===== src/rtl/multi_clk_divider.sv =====
// Multi-channel programmable clock divider: per-channel period/high-time,
// period-start tick, glitch-free reconfiguration at period boundaries, global sync.
module multi_clk_divider #(
  parameter int NUM_CH       = 4,
  parameter int DIV_W        = 16,
  parameter int DEFAULT_DIV  = 100,
  parameter int DEFAULT_HIGH = 50,
  localparam int CH_W        = (NUM_CH > 1) ? $clog2(NUM_CH) : 1
) (
  input  logic              clk_in,
  input  logic              rst,
  input  logic [NUM_CH-1:0] en,
  input  logic              sync,
  input  logic              cfg_wr,
  input  logic [CH_W-1:0]   cfg_ch,
  input  logic [DIV_W-1:0]  cfg_div,
  input  logic [DIV_W-1:0]  cfg_high,
  output logic [NUM_CH-1:0] cfg_pending,
  output logic [NUM_CH-1:0] clk_out,
  output logic [NUM_CH-1:0] tick
);

  logic [DIV_W-1:0] clamp_div;
  logic [DIV_W-1:0] clamp_high;

  // High time is clamped against the already-clamped period so H < N always holds.
  always_comb begin
    clamp_div  = cfg_div;
    clamp_high = cfg_high;
    if (cfg_div < DIV_W'(2))
      clamp_div = DIV_W'(2);
    if (cfg_high == '0)
      clamp_high = DIV_W'(1);
    if (clamp_high >= clamp_div)
      clamp_high = clamp_div - DIV_W'(1);
  end

  for (genvar i = 0; i < NUM_CH; i++) begin : g_ch
    logic [DIV_W-1:0] cnt;
    logic [DIV_W-1:0] act_n;
    logic [DIV_W-1:0] act_h;
    logic [DIV_W-1:0] pend_n;
    logic [DIV_W-1:0] pend_h;
    logic             pend_v;
    logic             run;
    logic             clk_q;
    logic             tick_q;
    logic             wr_hit;
    logic             start;
    logic             apply;

    assign wr_hit = cfg_wr && (cfg_ch == CH_W'(i));
    assign start  = en[i] && (!run || sync || (cnt == act_n - DIV_W'(1)));
    // A stopped channel has no period in flight, so every disabled edge is a safe apply point.
    assign apply  = start || !en[i];

    always_ff @(posedge clk_in or posedge rst) begin
      if (rst) begin
        cnt    <= '0;
        run    <= 1'b0;
        clk_q  <= 1'b0;
        tick_q <= 1'b0;
        act_n  <= DIV_W'(DEFAULT_DIV);
        act_h  <= DIV_W'(DEFAULT_HIGH);
        pend_n <= '0;
        pend_h <= '0;
        pend_v <= 1'b0;
      end else begin
        if (!en[i]) begin
          run    <= 1'b0;
          cnt    <= '0;
          clk_q  <= 1'b0;
          tick_q <= 1'b0;
        end else if (start) begin
          run    <= 1'b1;
          cnt    <= '0;
          clk_q  <= 1'b1;
          tick_q <= 1'b1;
        end else begin
          cnt    <= cnt + DIV_W'(1);
          clk_q  <= (cnt + DIV_W'(1)) < act_h;
          tick_q <= 1'b0;
        end

        // A write landing on an apply edge bypasses the pending registers.
        if (apply) begin
          if (wr_hit) begin
            act_n <= clamp_div;
            act_h <= clamp_high;
          end else if (pend_v) begin
            act_n <= pend_n;
            act_h <= pend_h;
          end
          pend_v <= 1'b0;
        end else if (wr_hit) begin
          pend_n <= clamp_div;
          pend_h <= clamp_high;
          pend_v <= 1'b1;
        end
      end
    end

    assign clk_out[i]     = clk_q;
    assign tick[i]        = tick_q;
    assign cfg_pending[i] = pend_v;
  end

endmodule


===== config.mk =====
export PLATFORM = sky130hd
export DESIGN_NAME = multi_clk_divider
export DESIGN_NICKNAME = d
export VERILOG_FILES = /design/src/rtl/multi_clk_divider.sv
export SDC_FILE = /design/constraint.sdc
export NUM_CORES = 1
export LEC_CHECK = 0
export BUFFER_PORTS_ARGS = -buffer_cell sky130_fd_sc_hd__buf_2
export CAP_MARGIN = 40
export CORE_UTILIZATION = 40
export DETAILED_ROUTE_END_ITERATION = 10
export GPL_TIMING_DRIVEN = 0
export SKIP_CTS_REPAIR_TIMING = 1
export SYNTH_ARGS = -nofsm -noshare
export SYNTH_HDL_FRONTEND = slang
export SYNTH_SLANG_ARGS = --single-unit

===== constraint.sdc =====
create_clock -name clk_in -period 10.45 [get_ports clk_in]
set_input_delay 1.5675 -clock clk_in [delete_from_list [all_inputs] [get_ports clk_in]]
set_output_delay 1.5675 -clock clk_in [all_outputs]
set_load 0.01 [all_outputs]

* Yosys cells after proc, flatten, opt, wreduce, memory -nomap -nowiden
Cells that the tools add are included.
** Word-level totals
- Bits in registers :: 336
- Output and inout bits :: 12
** Operators by class
- Add/subtract/negate cells :: 9
- Magnitude comparators :: 6
- Eq/ne operators :: 11
- Mux-type cells :: 59
- Bitwise operators :: 4
- Reduce and logical (&&, ||, !) cells :: 46
** Operator list (count)
- 16-bit 2-to-1 mux :: 27
- 16-bit by 1-bit subtractor with 16-bit output, second input constant :: 5
- 16-bit by 1-bit adder with 16-bit output, second input constant :: 4
- 16-bit equality test :: 4
- 16-bit < comparator :: 4
- 1-bit 2-to-1 mux :: 32
- 16-bit >= comparator :: 1
- 16-bit zero test :: 1
- 16-bit by 2-bit < comparator with 1-bit output, second input constant :: 1
- 2-bit AND reduction :: 8
- 2-bit nonzero test :: 8
- 1-bit logical OR :: 12
- 1-bit logical AND :: 8
- 1-bit zero test :: 8
- 2-bit by 1-bit inequality test with 1-bit output, second input constant :: 4
- 2-bit equality test, second input constant :: 2
- 1-bit inverter :: 4
- 2-bit by 1-bit equality test with 1-bit output, second input constant :: 1
- 2-bit zero test :: 1

* Depth between registers and ports, before layout
Gate-level depths: netlist of the first run.
- Depth after elaboration :: 7
- Depth in mapped cells :: 16
- Gate-level depth less buffers :: 14

* Least setup slack after synthesis of the first run
No wires, ideal clock.
- Path kind :: input -> register
- Start :: input cfg_div[8]
- End :: register g_ch[3].act_h[2]
- Setup time :: 0.128 ns
- Data arrival time :: 5.454 ns
- Required time :: 10.322 ns
- Setup slack :: 4.869 ns
- Stages on the path :: 14
- Buffers on the path :: 1
- Path through :: or4_1 > nor3_1 > nand2_1 > o21ai_0 > inv_1 > ha_1 > nor2b_1 > o21ai_0 > a221oi_1 > o41ai_1 > clkbuf_1 > mux2i_1 > o21ai_0 > mux2_1
** On the way
- Word-level cells in the longest chain between the ends :: 5
- Elaborated cells on any way between the ends :: 6
- Those cells by class :: add/sub (1); order compare (2); mux (3)
** Ends and longest elaborated chain
- start, declared :: line 16 : input logic [DIV_W-1:0] cfg_div,
- 16-bit by 2-bit < comparator with 1-bit output * :: line 30 : if (cfg_div < DIV_W'(2))
- 16-bit 2-to-1 mux * :: line 30
- net clamp_div[0] :: line 23 : logic [DIV_W-1:0] clamp_div;
- 16-bit by 1-bit subtractor with 16-bit output / 16-bit >= comparator (equally long branches) :: line 35, 34
- 16-bit 2-to-1 mux * :: line 34 : if (clamp_high >= clamp_div)
- 16-bit 2-to-1 mux * :: line 87 : if (wr_hit) begin
- end signal, assigned :: line 64 : act_h <= DIV_W'(DEFAULT_HIGH);
- end signal, assigned :: line 89 : act_h <= clamp_high;
- end signal, assigned :: line 92 : act_h <= pend_h;
- end, declared :: line 41 : logic [DIV_W-1:0] act_h;
Mark *: on every way through the listed nets, which the timed path passes. The rest lies on a longest branch.
A chain may end at the register's enable or synchronous reset.

* Final worst setup path of the first run
- Start :: input cfg_div[6]
- End :: register g_ch[1].act_h[4]
** On the way
- Word-level cells in the longest chain between the ends :: 5
- Elaborated cells on any way between the ends :: 6
- Those cells by class :: add/sub (1); order compare (2); mux (3)
** Ends and longest elaborated chain (line)
- 16-bit by 2-bit < comparator with 1-bit output * :: 30
- 16-bit 2-to-1 mux * :: 30
- net clamp_div[0] :: 23
- 16-bit by 1-bit subtractor with 16-bit output / 16-bit >= comparator (equally long branches) :: 35, 34
- 16-bit 2-to-1 mux * :: 34
- 16-bit 2-to-1 mux * :: 87
- end signal, assigned :: 64
- end signal, assigned :: 89
- end signal, assigned :: 92
- end, declared :: 41
Marks and branches as above.

==> results of run 1 <==
==> cell usage in the layout, fill, tap and decap left out, types with 25 or more instances in the layout <==
master,instances
ha_1,85
nor3_1,34
nor2b_1,39
o21ai_0,190
and3_1,37
xnor2_1,98
dfrtp_1,312
inv_1,103
buf_2,72
nand3_1,44
buf_4,25
nand2_1,170
nor2_1,106
a21oi_1,76
clkbuf_16,41
xor2_1,48
mux2_2,88
mux2_1,38
clkbuf_1,92
mux2i_1,56
==> cell usage after synthesis (all sizes together), types with 4 or more instances <==
library cell  instances  area share (%)
o21ai               196             5.2
ha                   85             5.6
nand4                17            0.60
nor4b                 6            0.34
nand3                44             1.2
and2                 21            0.70
nand3b               10            0.40
a21oi                77             2.1
nor4                 22            0.73
a21boi                5            0.20
nor2                108             2.2
xnor2                98             4.5
clkbuf               79             1.6
a2bb2oi               5            0.23
o21a                  9            0.36
nand2b               10            0.33
nor3                 34            0.90
nor2b                39             1.3
a2111oi               8            0.40
nand2               170             3.4
clkinv                5           0.099
o22ai                16            0.53
a31oi                10            0.33
a211oi                7            0.28
a21o                 13            0.52
a22oi                 8            0.32
or4                   8            0.32
mux2                126             7.5
buf                  36             1.2
mux2i                56             3.0
dfstp                24             3.3
and3                 37             1.2
or2                   4            0.13
xor2                 48             2.2
or3                   6            0.20
nand4b                5            0.23
inv                 104             2.1
o31ai                10            0.47
dfrtp               312              41
==> routing by layer <==
layer | global-route usage (%) | vias up | share of wire [%] | routed length, um
met5 | 0 | - | 0 | 0
met4 | 7.99 | 0 | 2.9 | 1500
met3 | 2.69 | 72 | 4.3 | 2240
met2 | 36.2 | 350 | 47 | 24300
met1 | 30.9 | 7384 | 46 | 24000
li1 | - | 6980 | - | -
==> path summary, 6_finish.rpt <==
kind	startpoint	end	slack (ns)	cells after the start
max in group asynchronous	rst	g_ch[3].act_n[6]	7.72	6
min	g_ch[1].act_h[12]	g_ch[1].act_h[12]	0.47	2
min reg2reg	g_ch[1].act_h[12]	g_ch[1].act_h[12]	0.47	2
min in group asynchronous	rst	g_ch[2].cnt[10]	1.18	2
max reg2reg	g_ch[2].act_n[0]	g_ch[2].act_n[3]	6.41	10
max	cfg_div[6]	g_ch[1].act_h[4]	4.07	17
==> kinds of logic (layout without fill, tap and decap cells) <==
logic type / after synthesis / count (layout) / synth area share (%)
mux: 182 / 182 / 10.5
flops: 336 / 336 / 44.7
other cells: 0 / 1 / 0
buf+inv: 224 / 367 / 4.91
xor+xnor: 146 / 146 / 6.77
fa+ha+maj: 85 / 85 / 5.63
compound gates: 405 / 405 / 12.9
simple gates: 553 / 553 / 14.7
==> area by class of cell <==
| class | count | area (sq um) | area share (%) |
|---|---|---|---|
| multi-input combinational | 1371 | 9530 | 44.4 |
| sequential | 336 | 8440 | 39.3 |
| clock buffer | 64 | 1200 | 5.60 |
| tap | 607 | 759 | 3.54 |
| buffer | 115 | 518 | 2.41 |
| timing repair buffer | 72 | 515 | 2.40 |
| inverter | 109 | 413 | 1.92 |
| clock inverter | 7 | 88.8 | 0.414 |
| antenna | 1 | 2.50 | 0.0117 |
==> worst reg2reg max path, cell delays in order, from the launching register on <==
cell and delay [ns]:
dfrtp_1 0.45, inv_1 0.09, ha_1 0.22, nor4b_1 0.73
nand4bb_1 0.24, o31a_1 0.34, nor4_1 0.67, nor3_1 0.23
nor2_2 0.33, buf_4 0.27, mux2_2 0.36
==> where the power goes <==
group / total (mW) / leakage, nW / internal [mW] / switching (mW)
logic: 1.03 / 4.97 / 0.450 / 0.577
registers: 1.79 / 4.28 / 1.59 / 0.200
clock network: 1.38 / 0.635 / 0.835 / 0.550
total: 4.20 / 9.89 / 2.88 / 1.33
==> through the flow <==
step | std cells | power (mW) | cell area (sq um)
after floorplan | 1931 | 2.51 | 18900
after global placement | 2591 | 2.78 | 19900
after detailed placement | 2609 | 2.83 | 20200
after CTS | 2680 | 4.23 | 21500
after global routing | 2682 | 4.45 | 21500
final | 2682 | 4.20 | 21500
==> flip-flops by register name (all words and copies together), names as in the netlist <==
signal and count:
g_ch.cnt 64, g_ch.pend_h 64, g_ch.tick_q 4, g_ch.pend_n 64, g_ch.pend_v 4, g_ch.act_h 64
g_ch.clk_q 4, g_ch.run 4, g_ch.act_n 64
==> results.md, run 1 <==
- The clock period minus worst slack is 6.38 ns.
- The master cell of the clock root buffer is clkbuf_16.
- The arrival time reported for the critical path endpoint is 6.84 ns.
- The area enclosed by the die boundary is approximately 0.048 sq mm.
- The initial detailed-routing violation count is 1038.
- The clock net sink count is ~340.
- The signal on the critical path passes through buf_2 > or4_1 > nor3_1 > nand2_1 > o21ai_0 > buf_2 > inv_1 > ha_1 > nor2b_1 > o21ai_0 > a221oi_1 > o41ai_1 > clkbuf_1 > nor2_1 > a31oi_1 > mux2i_1 > o21ai_0.
- The post-route worst setup slack is 4.07 ns.
- The critical path class is in2reg.
- Entering global routing, the biggest net connects 40 pins.
- The layout has 4446 filler cells.
- The cell row count is 79.
- The critical path's top delay family is compound AO/OA/AOI/OAI gates.
- The global-route usage over all layers is 22.4%.
- The critical path launch point type is a primary input.
- For the pin with the worst max-slew slack, the measured transition is 0.968 ns.
- The die is 219 um wide.
- The core region is 0.0466 sq mm.
- The CTS buffer count is 39.
- The run finished with clean final reports.
- The post-layout utilization of the core is 46.1%.
- No sink is reached through more buffers than the 3 on the longest clock path.
- Setup repair after global routing left no endpoint under its margin.
- Synthesis handed over a netlist of between 1500 and 2000 instances.
- Power spread over the standard cell area amounts to 196 mW/mm^2.
- The count of endpoints failing setup in the final report is 0.
- The class of the most critical hold timing path is reg2reg.
- The clock transition at the register clock pins on the worst setup and hold paths after CTS is 0.06 ns.
- For this configuration, the core starts out at a cell density of about 40%.
- The number of buffers and inverters on the critical path is 4.
- Synthesis instantiated 80 different standard cells from the library.
- The total number of vias is 14786.
- The die outline height is 219 um.
- The leakage power total is ~9.9 nW.
- TritonCTS built the clock tree.
- After synthesis the cells add up to 0.0189 sq mm.
- The tightest hold margin is 0.475 ns.
- Clock latency on the worst-skew pair, taken at its later pin, is 0.55 ns.
- The sequential share of the synthesized area is 44.7%.
- The count of nets left with antenna violations once routing finished came out at 0.
- Using the TritonRoute via totals, the vias-per-cell ratio works out to about 5.5.
- The HPWL after detailed placement is a little under 40000 um.
- The post-route clock period utilization is 61.0%.
- The first-pass GRT wire length is 83600 um.
- The maximum level of the CTS H-tree is 2.
- The count of flip-flops with a built-in enable after synthesis is 0.
- Relative to the synthesized area, the layout overhead comes to 13.6%.
- The max-capacitance violation count is 0.
- Counting every net in the synthesized netlist gives ~2100.
- The DRC violation count after routing is 0.
- The number of ports placed on the die boundary is 54.
- At the worst endpoint, the required time is between 10 and 15 ns.
- For the final database, setup skew stands at 0.0137 ns.
- Among the stages of the critical path, the cell type that occurs most often is o21ai_0.
- Headroom to the max-slew limit came out at a little over a third.
- During synthesis, Yosys emitted a total of 0 warnings.
- The final total negative setup slack is 0 ns.
- Buffers placed on the I/O ports in this run total 53.
- A synthesized cell averages ~9.8 sq um.
- After detailed routing, the average wire length per cell comes to 19.4 um.
- The final number of hold-violating endpoints is 0.
- The routability congestion estimate is 0.881.
- The largest vdd supply drop is 128 uV.
- Based on the critical path, the design can be clocked at up to 157 MHz.
- The most used flip-flop cell after synthesis is dfrtp_1.
- The layout net count is 2171.
- The critical path capture point type is a flip-flop.
- The number of antenna violations at the first check in global routing is 2.
- The count of final max-slew check failures came to 0.
- The post-route netlist has 14.3% of its cells at a drive strength greater than 1.
- The number of global-route vias before repair is 14789.
- The maximum fanout encountered on the critical timing path is 10.
- Timing analysis after detailed placement gives a worst setup slack of roughly 3.6 ns.
- The delay contributed by the slowest stage of the critical path is 0.71 ns.
- The number of iterations in the first detailed-routing pass is 7.
- The fraction of registers with async set or reset after synthesis is 100%.
- The total global routing overflow is 0.
- The synthesis-stage register bit count is ~340.
- The wire length reported by the detailed router is ~52000 um.
- On the critical path, the stage with the largest delay is an instance of o41ai_1.
No activity file was read; power rests on OpenSTA's default activity.
==> run 2: changes to the inputs <==
==> constraint.sdc (replaced) <==
create_clock -name clk_in -period 5.27 [get_ports clk_in]
set_input_delay 0.7905 -clock clk_in [delete_from_list [all_inputs] [get_ports clk_in]]
set_output_delay 0.7905 -clock clk_in [all_outputs]
set_load 0.01 [all_outputs]
==> results.md, run 2 (synthesis gave the netlist of run 1 again) <==
- The largest vdd supply drop was 252 uV (+97%).
- The final total negative setup slack is 0 ns (unchanged).
- The total global routing overflow is 0 (unchanged).
- The horizontal extent of the die is 219 um (unchanged).
- The class of the most critical hold timing path is in2async.
- The post-route clock period utilization is 96.7%.
- The placement-stage worst setup slack came to -0.755 ns (-4.40 ns).
- The arrival time reported for the critical path endpoint came to 5.52 ns (-1.32 ns).
- The fill cell instance count of the final layout is 4430 (-0.36%).
- In this design, the critical path's most frequently occurring cell is o21ai_0.
- The cell row count was 79 (unchanged).
- The first-pass GRT wire length is 83600 um (unchanged).
- Relative to the synthesized area, the layout overhead comes to 13.9%.
- The clock insertion delay at the later pin of the skew report is 0.55 ns (about the same).
- The number of antenna violations at the first check in global routing is 2 (unchanged).
- The tightest hold margin is 0.403 ns (-0.0721 ns).
- The relative slew slack is 38.6% (+3.1 points).
- STA classifies the critical path startpoint as a primary input.
- The global-route usage over all layers is 22.4% (unchanged).
- The DRC violation count after routing is 0 (unchanged).
- The area of the core region is 0.0466 sq mm (unchanged).
- The HPWL after detailed placement is 39800 um (unchanged).
- The ratio of total power to cell area is 388 mW/mm^2 (+98%).
- Setup repair after global routing left no endpoint under its margin.
- The maximum fanout encountered on the critical timing path came to 10 (unchanged).
- The critical path's slowest cell is or4_1.
- The total number of vias is 14810 (+0.16%).
- The fraction of layout cells with a size suffix above 1 came to 15.0% (+0.68 points).
- The die outline height is 219 um (unchanged).
- The max-capacitance violation count is 0 (unchanged).
- The clock net sink count came to 336 (unchanged).
- The register area was 0.00844 sq mm (unchanged).
- The delay contributed by the slowest stage of the critical path is 0.64 ns (-0.07 ns).
- The routability congestion estimate is 0.881 (unchanged).
- Static timing analysis puts the maximum clock frequency at around 200 MHz.
- The critical path capture point type is a flip-flop.
- Leaving out fill and tap cells, the most frequent cell in the layout is dfrtp_1.
- The post-route worst setup slack is 0.173 ns (-3.90 ns).
- The remaining antenna violation count after routing is 0 (unchanged).
- The area of the multi-input gates is 0.00959 sq mm (+0.66%).
- The wire length reported by the detailed router is 52100 um (about the same).
- The CTS buffer count came to 39 (unchanged).
- The count of endpoints failing setup in the final report is 0 (unchanged).
- The maximum level of the CTS H-tree was 2 (unchanged).
- The cell sitting at the root of the clock tree is a clkbuf_16.
- The clock transition at the register clock pins on the worst setup and hold paths after CTS is 0.06 ns (about the same).
- The area enclosed by the die boundary is 0.0481 sq mm (unchanged).
- The initial detailed-routing violation count is 1043 (+0.48%).
- The overall power of the completed layout is 8.35 mW (+99%).
- The number of input and output port buffers inserted came to 53 (unchanged).
- The number of global-route vias before repair came to 14789 (unchanged).
- The critical path buffer and inverter count is 5 (+1).
- The critical path goes through buf_2 > or4_1 > nor3_2 > nand2_1 > o21ai_0 > buf_2 > inv_1 > ha_1 > nor2b_1 > o21ai_0 > a221oi_1 > o41a_1 > clkbuf_2 > a21oi_1 > buf_4 > o21ai_0 > mux2_2.
- The average via count per standard cell is 5.52 (+0.20%).
- TritonCTS built the clock tree.
- The initial cell density of the core came to 40.6% (unchanged).
- The number of iterations in the first detailed-routing pass is 5 (-2).
- The required time reported for the critical path endpoint is 5.69 ns (-5.22 ns).
- The critical path class is in2reg.
- The layout net count is 2170 (-0.046%).
- The post-layout utilization of the core was 46.2% (+0.13 points).
- On the critical path the largest part of the delay comes from compound AO/OA/AOI/OAI gates.
- The worst clock skew on the final layout is 0.0128 ns (-0.000885 ns).
- The measured slew at the worst slew-check pin was 0.914 ns (-0.0540 ns).
- The leakage power total was 9.90 nW (+0.10%).
- Counting I/O delays and the setup requirement, the final critical path takes 5.10 ns.
- The largest net degree at the start of global routing is 40 (unchanged).
- The count of final max-slew check failures is 0 (unchanged).
- The final number of hold-violating endpoints is 0 (unchanged).
- The number of ports placed on the die boundary was 54 (unchanged).
- In the layout the commonest cells are 312 x dfrtp_1, 190 x o21ai_0, 170 x nand2_1, 106 x nor2_1, 103 x inv_1.
- The run finished with clean final reports.
- The wire length per cell is 19.4 um (+0.11%).
- The number of buffers on the longest clock path is 3 (unchanged).
[run 2: worst register-to-register path, stage by stage, from the launching register on]
cell and delay (ns):
dfrtp_1 0.45, inv_1 0.09, ha_1 0.22, nor4b_1 0.73, nand4bb_1 0.24, o31a_1 0.34
nor4_1 0.66, nor3_1 0.23, nor2_2 0.33, buf_4 0.27, mux2_2 0.35
[run 2: stage by stage]
stage | cells | cell area (sq um)
after floorplan | 1931 | 18900
after global placement | 2591 | 19900
after detailed placement | 2609 | 20200
after CTS | 2680 | 21500
after global routing | 2681 | 21500
final | 2681 | 21500
[run 2: report_power, final]
part,internal [mW],switching [mW],leakage (nW)
registers,3.16,0.396,4.28
clock network,1.65,1.09,0.635
logic,0.897,1.15,4.98
total,5.71,2.64,9.90
[run 2: cell type report]
cell class,instances,area share [%]
multi-input combinational,1371,44.6
clock buffer,64,5.58
antenna,1,0.0116
tap,607,3.53
buffer,114,2.40
inverter,109,1.92
timing repair buffer,72,2.39
clock inverter,7,0.413
sequential,336,39.2
[run 2: routing by layer]
metal	track usage [%]	part of all wire [%]	wire length (um)
met1	30.9	46	24100
met2	36.2	46	24200
met3	2.69	4.3	2220
met4	7.99	3.0	1580
met5	0	0	0
[run 2: final timing paths]
check | depth (start not counted) | from | to | slack (ns)
worst max-delay path | 17 | cfg_div[6] | g_ch[1].act_h[3] | 0.17
worst min-delay path | 2 | rst | g_ch[2].cnt[10] | 0.40
worst max register to register | 10 | g_ch[2].act_n[0] | g_ch[2].act_h[2] | 1.24
worst min register to register | 2 | g_ch[1].act_h[12] | g_ch[1].act_h[12] | 0.47
max in group asynchronous | 6 | rst | g_ch[3].act_n[6] | 3.32
min in group clk_in | 2 | en[2] | g_ch[2].run | 0.46
==> run 3: changes to the inputs <==
--- a/config.mk
+++ b/config.mk
@@ -7,9 +7,10 @@
 export LEC_CHECK = 0
 export BUFFER_PORTS_ARGS = -buffer_cell sky130_fd_sc_hd__buf_2
 export CAP_MARGIN = 40
-export CORE_UTILIZATION = 40
+export CORE_UTILIZATION = 55
 export DETAILED_ROUTE_END_ITERATION = 10
 export GPL_TIMING_DRIVEN = 0
+export PLACE_DENSITY = 0.75
 export SKIP_CTS_REPAIR_TIMING = 1
 export SYNTH_ARGS = -nofsm -noshare
 export SYNTH_HDL_FRONTEND = slang
==> results.md, run 3 (synthesis gave the netlist of run 1 again) <==
- The flow ran to the end, and the final reports show no timing, DRC or antenna violations.
- The highest clock rate is 203 MHz (+3.3%).
- The cell row count is 67 (-15%).
- The standard cell area after detailed placement is 0.0200 sq mm (-1.1%).
- The tightest hold margin is 0.339 ns (-0.0636 ns).
- The maximum fanout encountered on the critical timing path came to 10 (unchanged).
- The post-layout utilization of the core is 63.1% (+17 points).
- The number of antenna violations at the first check in global routing is 1 (-1).
- The HPWL after detailed placement is 37600 um (-5.4%).
- The wire length reported by the detailed router was 50300 um (-3.3%).
- The clock period minus worst slack is 4.94 ns (-0.161 ns).
- The critical path launch point type is a primary input.
- The top cell types in the final layout, fill and taps aside, are 312 x dfrtp_1, 189 x o21ai_0, 170 x nand2_1, 106 x nor2_1, 103 x inv_1.
- The clock insertion delay at the later pin of the skew report is 0.52 ns (-0.03 ns).
- The net switching share of the total power came to 31.6% (about the same).
- The fraction of layout cells with a size suffix above 1 is 14.9% (-0.10 points).
- The switching power total was 2.60 mW (-1.4%).
- The remaining antenna violation count after routing is 0 (unchanged).
- The min-delay analysis places its worst path in the category in2async.
- The relative slew slack came to 41.5% (+2.9 points).
- The horizontal extent of the die is 187 um (-15%).
- The number of buffers on the longest clock path is 3 (unchanged).
- The layout net count is 2166 (-0.18%).
- The global-route usage over all layers was 29.0% (+6.6 points).
- The leakage power total was 9.86 nW (-0.45%).
- The wire length per cell was 20.0 um (+3.0%).
- The total global routing overflow is 0 (unchanged).
- The largest net degree at the start of global routing is 40 (unchanged).
- The combinational power share is 25.0% (+0.5 points).
- The number of global-route vias before repair was 14873 (+0.57%).
- The number of iterations in the first detailed-routing pass is 5 (unchanged).
- The total non-filler cell area in the finished layout is 0.0213 sq mm (-1.3%).
- The number of input and output port buffers inserted is 53 (unchanged).
- The routability congestion estimate is 0.910 (+3.4%).
- The layout overhead on the synthesized area is 12.5%.
- STA classifies the critical path endpoint as a flip-flop.
- The clock transition at the register clock pins on the worst setup and hold paths after CTS was 0.06 ns (about the same).
- The final total negative setup slack was 0 ns (unchanged).
- The CTS buffer count is 37 (-5.1%).
- The ratio of total power to cell area is 387 mW/mm^2 (about the same).
- The post-route clock period utilization is 93.7% (-3.0 points).
- The fraction of power consumed by the clock network is 31.7% (-1.2 points).
- The measured slew at the worst slew-check pin is 0.865 ns (-0.0489 ns).
- The most common cell after layout, fill and taps aside is dfrtp_1.
- The sequential fraction of design power is 43.2% (+0.6 points).
- The tree is rooted in a clkbuf_16.
- The initial detailed-routing violation count came to 1087 (+4.2%).
- The area enclosed by the die boundary is 0.0351 sq mm (-27%).
- The required time reported for the critical path endpoint was 5.68 ns (about the same).
- The largest vdd supply drop is 350 uV (+39%).
- The number of ports placed on the die boundary is 54 (unchanged).
- The overall power of the completed layout is 8.24 mW (-1.3%).
- The worst clock skew on the final layout is 0.0203 ns (+0.00743 ns).
- The DRC violation count after routing came to 0 (unchanged).
- The count of final max-slew check failures was 0 (unchanged).
- The clock net sink count is 336 (unchanged).
- The die outline height is 187 um (-15%).
- Setup repair after global routing left no endpoint under its margin.
- The final number of hold-violating endpoints came to 0 (unchanged).
- The maximum level of the CTS H-tree is 2 (unchanged).
- The area of the core region is 0.0337 sq mm (-28%).
- The critical path class is in2reg.
- The clock tree from TritonCTS is yes.
- The initial cell density of the core came to 56.1% (+15 points).
- The first-pass GRT wire length came to 80900 um (-3.2%).
- The count of endpoints failing setup in the final report came to 0 (unchanged).
- The total number of vias is 15061 (+1.7%).
- The average via count per standard cell is 5.98 (+8.3%).
- The max-capacitance violation count came to 0 (unchanged).
- The internal power contribution came to 5.64 mW (-1.3%).
- The arrival time reported for the critical path endpoint came to 5.34 ns (-0.18 ns).
run 3: metal layers:
layer	global-route usage [%]	vias up	share of wire, %
li1	-	6966	-
met1	38.8	7412	42
met3	4.69	140	6.9
met4	12.2	0	4.8
met2	46.8	543	46
met5	0	-	0
run 3: cell type report:
class,count,area (sq um)
flip-flops and latches,336,8440
multi-input cells,1371,9600
diodes,2,5.00
repair buffers,70,498
plain buffers,114,517
well taps,448,561
inverters,109,413
fillers,2824,12400
clock inverters,9,124
clock buffers,58,1100
run 3: power groups by stage:
| stage | sequential [mW] | clock (mW) | combinational [mW] |
|---|---|---|---|
| after floorplan | 3.46 | 0 | 1.52 |
| after global placement | 3.57 | 0 | 1.89 |
| after detailed placement | 3.59 | 0 | 2.01 |
| after CTS | 3.55 | 2.64 | 2.03 |
| after global routing | 3.63 | 2.75 | 2.30 |
| final | 3.56 | 2.61 | 2.06 |
run 3: critical path, stage by stage:
cell	delay, ns
buf_2	0.16
or4_1	0.61
nor3_2	0.32
nand2_1	0.18
o21ai_2	0.32
inv_1	0.28
ha_1	0.36
nor2b_1	0.04
o21ai_0	0.16
a221oi_1	0.14
o41ai_2	0.52
clkbuf_2	0.36
mux2i_2	0.61
o21ai_0	0.17
mux2_1	0.31
run 3: path summary, 6_finish.rpt:
kind,startpoint,endpoint,slack (ns),depth (start not counted)
worst max-delay path,cfg_div[8],g_ch[3].act_h[2],0.33,15
worst min-delay path,rst,g_ch[1].cnt[6],0.34,2
worst max register to register,g_ch[2].act_n[0],g_ch[2].act_h[0],1.22,10
worst min register to register,g_ch[1].pend_n[14],g_ch[1].pend_n[14],0.48,2
max in group asynchronous,rst,g_ch[3].act_n[6],3.51,6
min in group clk_in,g_ch[1].pend_n[14],g_ch[1].pend_n[14],0.48,2
run 3: per-stage QoR:
step	std cells	setup slack, ns
after floorplan	1931	0.00850
after global placement	2432	-1.84
after detailed placement	2448	-1.31
after CTS	2515	-0.794
after global routing	2515	0.0819
final	2517	0.334
